==> config.mk <==
export PLATFORM = sky130hd
export DESIGN_NAME = pclk_freq_monitor
export DESIGN_NICKNAME = d
export VERILOG_FILES = /design/src/rtl/pclk_freq_monitor.sv
export SDC_FILE = /design/constraint.sdc
export NUM_CORES = 1
export LEC_CHECK = 0
export ABC_AREA = 0
export CAP_MARGIN = 20
export CORE_UTILIZATION = 30
export DETAILED_ROUTE_END_ITERATION = 12
export MAX_ROUTING_LAYER = met4
export PLACE_DENSITY = 0.48
export SETUP_SLACK_MARGIN = 0.02
export SYNTH_ARGS = -nofsm -noshare
export SYNTH_HDL_FRONTEND = slang
export SYNTH_SLANG_ARGS = --single-unit
==> constraint.sdc <==
create_clock -name Ref_Clk -period 7.4 [get_ports Ref_Clk]
set_clock_uncertainty 0.1 [all_clocks]
set_input_delay 1.48 -clock Ref_Clk [delete_from_list [all_inputs] [get_ports Ref_Clk]]
set_output_delay 1.48 -clock Ref_Clk [all_outputs]
set_load 0.01 [all_outputs]
==> src/rtl/pclk_freq_monitor.sv <==
// Frequency qualifier for PCLK, measured from Ref_Clk by counting synchronised Mon_Toggle edges
// over a fixed window and requiring consecutive good windows before Locked asserts.
module pclk_freq_monitor #(
    parameter int unsigned WINDOW     = 1024,
    parameter int unsigned TOG_DIV    = 64,
    parameter int unsigned TOL        = 2,
    parameter int unsigned LOCK_CNT   = 4,
    parameter int unsigned UNLOCK_CNT = 2
) (
    input  logic       Ref_Clk,
    input  logic       Rst_n,
    input  logic       Enable,
    input  logic [5:0] DataBusWidth,
    input  logic       Mon_Toggle,
    output logic       Locked,
    output logic       Window_Done,
    output logic [7:0] Count_Value,
    output logic       Freq_Err
);

    localparam int unsigned WinW = (WINDOW > 1) ? $clog2(WINDOW) : 1;
    // Expected edges per window: 5 GHz / ratio * WINDOW * 10 ns / TOG_DIV, ratio 10/20/40
    localparam int unsigned Exp8  = (50 * WINDOW) / (10 * TOG_DIV);
    localparam int unsigned Exp16 = (50 * WINDOW) / (20 * TOG_DIV);
    localparam int unsigned Exp32 = (50 * WINDOW) / (40 * TOG_DIV);

    typedef enum logic [1:0] {StIdle, StAcquire, StLocked, StHold} state_e;

    state_e          state_q;
    logic            sync1_q, sync2_q, sync3_q;
    logic            tog_edge;
    logic [WinW-1:0] win_cnt_q;
    logic [7:0]      edge_cnt_q;
    logic [7:0]      good_cnt_q;
    logic [7:0]      bad_cnt_q;
    logic [5:0]      dbw_q;
    logic            win_end;
    logic            dbw_change;
    logic [7:0]      exp_cnt;
    logic [7:0]      cnt_sat;
    logic [7:0]      cnt_diff;
    logic            win_bad;

    assign tog_edge   = sync2_q ^ sync3_q;
    assign win_end    = (win_cnt_q == WinW'(WINDOW - 1));
    // The registered copy tracks freely in IDLE, so only a change while measuring restarts lock
    assign dbw_change = (state_q != StIdle) && (DataBusWidth != dbw_q);
    assign cnt_sat    = (edge_cnt_q == 8'hFF) ? 8'hFF : edge_cnt_q + {7'd0, tog_edge};
    assign cnt_diff   = (cnt_sat >= exp_cnt) ? cnt_sat - exp_cnt : exp_cnt - cnt_sat;
    assign win_bad    = (cnt_diff > 8'(TOL));

    always_comb begin
        exp_cnt = 8'(Exp8);
        case (dbw_q)
            6'd16:   exp_cnt = 8'(Exp16);
            6'd32:   exp_cnt = 8'(Exp32);
            default: exp_cnt = 8'(Exp8);
        endcase
    end

    always_ff @(posedge Ref_Clk or negedge Rst_n) begin
        if (!Rst_n) begin
            sync1_q <= 1'b0;
            sync2_q <= 1'b0;
            sync3_q <= 1'b0;
        end else begin
            sync1_q <= Mon_Toggle;
            sync2_q <= sync1_q;
            sync3_q <= sync2_q;
        end
    end

    always_ff @(posedge Ref_Clk or negedge Rst_n) begin
        if (!Rst_n) begin
            state_q     <= StIdle;
            win_cnt_q   <= '0;
            edge_cnt_q  <= '0;
            good_cnt_q  <= '0;
            bad_cnt_q   <= '0;
            dbw_q       <= '0;
            Locked      <= 1'b0;
            Window_Done <= 1'b0;
            Count_Value <= '0;
            Freq_Err    <= 1'b0;
        end else begin
            dbw_q       <= DataBusWidth;
            Window_Done <= 1'b0;
            if (!Enable) begin
                state_q    <= StIdle;
                win_cnt_q  <= '0;
                edge_cnt_q <= '0;
                good_cnt_q <= '0;
                bad_cnt_q  <= '0;
                Locked     <= 1'b0;
            end else if (dbw_change) begin
                state_q    <= StAcquire;
                win_cnt_q  <= '0;
                edge_cnt_q <= '0;
                good_cnt_q <= '0;
                bad_cnt_q  <= '0;
                Locked     <= 1'b0;
            end else begin
                win_cnt_q <= win_end ? '0 : win_cnt_q + 1'b1;
                if (win_end) begin
                    edge_cnt_q  <= '0;
                    Window_Done <= 1'b1;
                    Count_Value <= cnt_sat;
                    Freq_Err    <= win_bad;
                    case (state_q)
                        StIdle: begin
                            // First window is partial; it is published but never scored
                            state_q    <= StAcquire;
                            good_cnt_q <= '0;
                            bad_cnt_q  <= '0;
                        end
                        StAcquire: begin
                            if (win_bad) begin
                                good_cnt_q <= '0;
                            end else if (good_cnt_q + 8'd1 == 8'(LOCK_CNT)) begin
                                state_q    <= StLocked;
                                good_cnt_q <= '0;
                                bad_cnt_q  <= '0;
                                Locked     <= 1'b1;
                            end else begin
                                good_cnt_q <= good_cnt_q + 8'd1;
                            end
                        end
                        StLocked: begin
                            if (win_bad) begin
                                state_q   <= StHold;
                                bad_cnt_q <= 8'd1;
                            end
                        end
                        StHold: begin
                            if (!win_bad) begin
                                state_q   <= StLocked;
                                bad_cnt_q <= '0;
                            end else if (bad_cnt_q + 8'd1 == 8'(UNLOCK_CNT)) begin
                                state_q    <= StAcquire;
                                good_cnt_q <= '0;
                                bad_cnt_q  <= '0;
                                Locked     <= 1'b0;
                            end else begin
                                bad_cnt_q <= bad_cnt_q + 8'd1;
                            end
                        end
                        default: state_q <= StIdle;
                    endcase
                end else if (tog_edge && (edge_cnt_q != 8'hFF)) begin
                    edge_cnt_q <= edge_cnt_q + 8'd1;
                end
            end
        end
    end

endmodule

==> metrics.yaml, run 1 <==
overflow: 0
clkSlewWorstSetupHoldPaths_ns: 0.07
synth-seq-area-share_pct: 38.2
worstPathArrival_ns: 5.24
powerDensity_nw_per_um2: 182
postCtsSetupBuffers: 0
drt-wirelength-per-cell_um: 14.2
end_kind: "register"
crit_required_ns: 7.48
yosysTopAreaCellShare_pct: 38.2
syn_area_sq_um: 3670
ys_types: 64
die_y_um: 113
postCtsHoldBufs: 0
viasPerCell: 5.12
drv_slew: 0
core-area_sq_um: 12000
seq_area_sq_um: 1400
status: "finished, final reports clean"
dieArea_sq_um: 12700
yosys_warnings: 0
hold_viol: 0
synth.avg_cell_area_sq_um: 9.11
netlist_instances: 403
period_share_pct: 69.7
setup_viol: 0
synthArstFlopShare_pct: 100
fmax_mhz: 194
irDropWorstVdd_v: 0.0000790
timing.critical_path.buf_inv: 1
drtPass1Iterations: 4
via_count: 2890
cts_num_sinks: 56
critPathLaunchType: "register"
gr-usage-all-layers_pct: 14.1
worst_slew_pin_slew_ns: 0.739
io_buffer_count: 20
fillers: 1236
antenna_found_initial: 0
hold_class: "register to register"
grt_max_degree: 57
htreeDepth: 2
dpl.hpwl_mm: 5.81
rows: 40
multi_input_area_sq_um: 2080
die_width_um: 113
cp_top_family: "simple AND/OR/NAND/NOR gates"
maxCapViolCount: 0
clk_latency_ns: 0.30
syn2layout_area_growth_pct: 12.2
critPathSlowestCell: "or4_1"
fin_crit_ns: 5.16
critical_path_class: "register to register"
ys_ff_latch: 56
wl_mm: 8.03
r2r-start: "dbw_q[0]"
ios: 21
crit_chain: "or4_1 > or3b_2 > inv_1 > ha_1 > a21oi_1 > o211ai_1 > a221oi_4 > mux2_4 > a21o_2 > nor4_4 > a21bo_1 > and3_1 > o22ai_1 > a22o_1"
leakagePower_nw: 1.87
drt_iter0_drc: 131
whs_ns: 0.258
crit_fanout: 14
drive_above_1_share_pct: 7.67
grt_setup_unrepaired: "no"
ys.flop_type: "dfrtp_1"
start_util_pct: 30.7
n_antenna_cell: 0
root_buffer: "clkbuf_16"
synth-edff-count: 0
cts_buffer_depth: 2
ys_top_cells_by_area: "dfrtp_1, ha_1, nor2_1"
setup_tns_ns: 0
crit_start: "dbw_q[0]"
grt_pass1_vias: 2810
cts_made_buffers: 5
finish.utilization_pct: 34.4
yosysTopAreaCell: "dfrtp_1"
syn_nets: 439
nets: 452
hp-start: "sync1_q"
relSlewSlack_pct: 50.7
post-route-drc-count: 0
antenna_left: 0
cts_tree: "done"
cts-resized-gates: 0
max_stage_delay_ns: 0.57
grt_pass1_wl_mm: 13.9
place_congestion: 0.840
==> synth_stat cells (all sizes together), types with 6 or more instances <==
cell type / count
a22o: 7
nand4: 6
o21ai: 24
ha: 25
a21oi: 17
clkbuf: 6
nor2: 43
xnor2: 9
xor2: 13
nand2: 42
buf: 9
dfrtp: 56
o22ai: 7
inv: 21
and3: 16
nor2b: 6
nand3: 16
==> flip-flops by register name (all words and copies together), names as in the netlist <==
register / flops
sync2_q: 1
state_q: 2
edge_cnt_q: 8
Freq_Err: 1
Locked: 1
sync1_q: 1
dbw_q: 6
Window_Done: 1
sync3_q: 1
bad_cnt_q: 8
Count_Value: 8
win_cnt_q: 10
good_cnt_q: 8
==> report_power, final <==
part	switching (mW)	leakage (nW)	internal, mW	total [mW]
clock network	0.112	0.0871	0.170	0.282
registers	0.0134	0.758	0.316	0.330
logic	0.0824	1.03	0.0552	0.138
total	0.208	1.87	0.541	0.749
==> cells by family after synthesis <==
family / count (synthesis) / share of synthesized area [%]
buffers and inverters: 36 / 5.32
and+or+nand+nor: 166 / 23.4
muxes: 5 / 1.53
AOI/OAI and AO/OA: 92 / 17.2
DFF: 56 / 38.2
adders and majority gates: 26 / 9.06
xor gates and xnor gates: 22 / 5.25
==> worst reg2reg max path, stage by stage, from the launching register on <==
cell	delay [ns]
dfrtp_1	0.40
or4_1	0.57
or3b_2	0.53
inv_1	0.15
ha_1	0.32
a21oi_1	0.26
o211ai_1	0.21
a221oi_4	0.47
mux2_4	0.35
a21o_2	0.23
nor4_4	0.39
a21bo_1	0.18
and3_1	0.49
o22ai_1	0.15
a22o_1	0.25
==> placed cells by master, fill, tap and decap left out, types with 2 or more instances in the layout <==
cell type,instances
a211oi_1,3
a21o_1,2
a21o_2,2
a21oi_1,17
a22o_1,7
a31o_2,2
a31oi_1,5
and2b_1,2
and3_1,14
and3_4,2
clkbuf_16,5
clkdlybuf4s50_1,19
dfrtp_1,56
ha_1,25
inv_1,21
mux2i_1,3
nand2_1,42
nand2b_1,4
nand3_1,16
nand3b_1,3
nand4_1,6
nor2_1,43
nor2b_1,6
nor3_1,4
nor3b_1,5
nor4_1,3
o211ai_1,5
o21ai_0,23
o22ai_1,6
o311ai_0,2
o31ai_1,5
or2_2,2
or3_1,3
or3b_2,2
xnor2_1,9
xor2_1,13
==> worst paths after layout <==
kind | end | slack, ns | depth (start not counted)
max | bad_cnt_q[5] | 2.24 | 14
min | sync2_q | 0.26 | 0
max reg2reg | bad_cnt_q[5] | 2.24 | 14
min reg2reg | sync2_q | 0.26 | 0
max in group asynchronous | edge_cnt_q[7] | 5.49 | 2
min in group asynchronous | bad_cnt_q[4] | 1.22 | 2
==> metal layers <==
layer	global-route usage, %	routed length (um)	up-vias
li1	-	-	1457
met1	19.7	4200	1382
met2	20.7	3480	47
met3	2.92	277	4
met4	3.73	72	0
met5	-	0	-
==> final cells by class <==
class / instances / share of cell area, %
clock buffers: 6 / 3.37
clock inverters: 2 / 0.941
inverters: 21 / 1.91
multi-input cells: 311 / 50.4
flip-flops and latches: 56 / 34.0
well taps: 147 / 4.46
repair buffers: 21 / 4.92
==> stage by stage <==
stage          total power, mW  instances  setup WS (ns)  instance area (sq um)
2_1_floorplan            0.438        403           2.82                   3670
3_3_place_gp             0.472        556           2.29                   3940
3_5_place_dp             0.474        556           2.16                   3940
4_1_cts                  0.761        564           2.15                   4120
5_1_grt                  0.791        564           1.84                   4120
6_report                 0.749        564           2.24                   4120
(Power assumes the default switching activity.)
==> run 2: changes to the inputs <==
--- a/config.mk
+++ b/config.mk
@@ -10,7 +10,7 @@
 export CORE_UTILIZATION = 30
 export DETAILED_ROUTE_END_ITERATION = 12
 export MAX_ROUTING_LAYER = met4
-export PLACE_DENSITY = 0.48
+export PLACE_DENSITY = 0.49
 export SETUP_SLACK_MARGIN = 0.02
 export SYNTH_ARGS = -nofsm -noshare
 export SYNTH_HDL_FRONTEND = slang
==> constraint.sdc (replaced) <==
create_clock -name Ref_Clk -period 4.5 [get_ports Ref_Clk]
set_clock_uncertainty 0.1 [all_clocks]
set_input_delay 0.9 -clock Ref_Clk [delete_from_list [all_inputs] [get_ports Ref_Clk]]
set_output_delay 0.9 -clock Ref_Clk [all_outputs]
set_load 0.01 [all_outputs]
==> metrics.yaml, run 2 (synthesized netlist as in run 1, its figures left out) <==
grt_setup_unrepaired: "yes"
nets: 496
crit_path_frequent_cell: "and3_4"
leakagePower_nw: 2.11
crit_chain: "xor2_2 > ha_2 > and3_4 > nand3_2 > nand2_1 > nor3b_2 > buf_4 > ha_4 > a21oi_4 > o211ai_1 > a221oi_4 > buf_6 > mux2i_1 > o211ai_1 > nor4_4 > nand2_1 > and3_4 > and3_4 > a22o_1"
critPathLaunchType: "register"
grt_pass1_vias: 3031
r2r-start: "sync2_q"
gr-usage-all-layers_pct: 14.8
multi_input_area_sq_um: 2300
start_util_pct: 30.7
setup_viol: 0
io_buffer_count: 20
grt_max_degree: 33
fin_crit_ns: 4.31
core-area_sq_um: 12000
relSlewSlack_pct: 40.3
rr_worst_depth: 19
root_buffer: "clkbuf_16"
n_antenna_cell: 0
dpl.hpwl_mm: 6.32
powerDensity_nw_per_um2: 278
post-route-drc-count: 0
crit_fanout: 7
worst_slew_pin_slew_ns: 0.894
fmax_mhz: 232
cts_made_buffers: 5
worstPathArrival_ns: 4.41
drt-wirelength-per-cell_um: 14.5
power.total_mw: 1.30
antenna_left: 0
endpoint: "bad_cnt_q[2]"
clk_latency_ns: 0.30
final_common_cell: "dfrtp_1"
r2r-end: "bad_cnt_q[2]"
cp_top_family: "simple AND/OR/NAND/NOR gates"
clkSlewWorstSetupHoldPaths_ns: 0.07
ios: 21
setup_ws_ns: 0.185
dieArea_sq_um: 12700
die_y_um: 113
period_share_pct: 95.9
worstSetupPathDepth: 19
drive_above_1_share_pct: 23.2
seq_area_sq_um: 1400
drv_slew: 0
maxCapViolCount: 0
fillers: 1229
max_stage_delay_ns: 0.40
status: "finished, final reports clean"
dp_slack_ns: -0.0978
via_count: 3050
antenna_found_initial: 0
wl_mm: 8.83
overflow: 0
postCtsHoldBufs: 0
grt_pass1_wl_mm: 14.5
viasPerCell: 5.02
syn2layout_area_growth_pct: 27.7
drtPass1Iterations: 4
cts_tree: "done"
largest_register_ffs: 10
critPathSlowestCell: "dfrtp_1"
regToRegSetupSlack_ns: 0.19
largest_register: "win_cnt_q"
end_kind: "register"
die_width_um: 113
rows: 40
crit_start: "sync2_q"
cts_buffer_depth: 2
cts_num_sinks: 56
timing.critical_path.buf_inv: 2
hold_viol: 0
hold_class: "register to register"
drt_iter0_drc: 169
htreeDepth: 2
place_congestion: 0.845
critical_path_class: "register to register"
crit_required_ns: 4.59
irDropWorstVdd_v: 0.000129
final_cell_mix: "dfrtp_1, nand2_1, buf_4, nor2_1, inv_1"
==> run 2: layer usage <==
layer	track usage (%)	vias up	routed length, um
li1	-	1544	-
met2	23.8	38	4190
met5	-	-	0
met1	18.5	1458	4280
met3	2.59	10	237
met4	5.42	0	127
==> run 2: repair_timing <==
item | 4_1_cts | 5_1_grt
cloned | 0 | 1
endpoints found under the hold margin | 0 | 0
gates resized for setup | 13 | 45
pin swaps | 3 | 22
setup buffers | 2 | 7
setup endpoints to repair | 13 | 19
==> run 2: through the flow <==
stage,cells,TNS (ns),util (%),hold slack (ns),area [sq um]
after CTS,601,0,37.4,0.253,4480
after floorplan,403,0,-,0.231,3680
after detailed placement,591,-0.701,35.3,0.237,4220
after global routing,608,-1.50,39.2,0.255,4690
after global placement,591,-0.914,35.3,0.235,4220
final,608,0,39.2,0.250,4690
==> run 2: power by group <==
part	total, mW	internal (mW)	switching [mW]
combinational	0.283	0.125	0.159
sequential	0.541	0.520	0.0205
clock	0.479	0.294	0.185
total	1.30	0.938	0.364
==> run 2: worst min-delay path by stage <==
stage	from	endpoint	slack [ns]	depth (start not counted)
finish	sync1_q	sync2_q	0.25	0
global route	sync1_q	sync2_q	0.26	0
CTS	sync1_q	sync2_q	0.25	0
detailed placement	sync1_q	sync2_q	0.24	0
global placement	sync1_q	sync2_q	0.24	0
floorplan	sync1_q	sync2_q	0.23	0
==> run 2: layout make-up <==
| class | instances | area share (%) |
|---|---|---|
| Clock buffer | 7 | 3.26 |
| Multi-Input combinational cell | 312 | 49.0 |
| Sequential cell | 56 | 29.9 |
| Timing Repair Buffer | 64 | 11.6 |
| Inverter | 21 | 1.68 |
| Tap cell | 147 | 3.92 |
| Clock inverter | 1 | 0.641 |
==> run 2: worst reg2reg max path, delay by kind of cell (launching register included) <==
| family | cells | cell delay, ns |
|---|---|---|
| buf+inv | 2 | 0.34 |
| flops | 1 | 0.40 |
| compound gates | 5 | 1.08 |
| simple gates | 8 | 1.46 |
| fa+ha+maj | 2 | 0.47 |
| xor+xnor | 1 | 0.20 |
| mux | 1 | 0.18 |
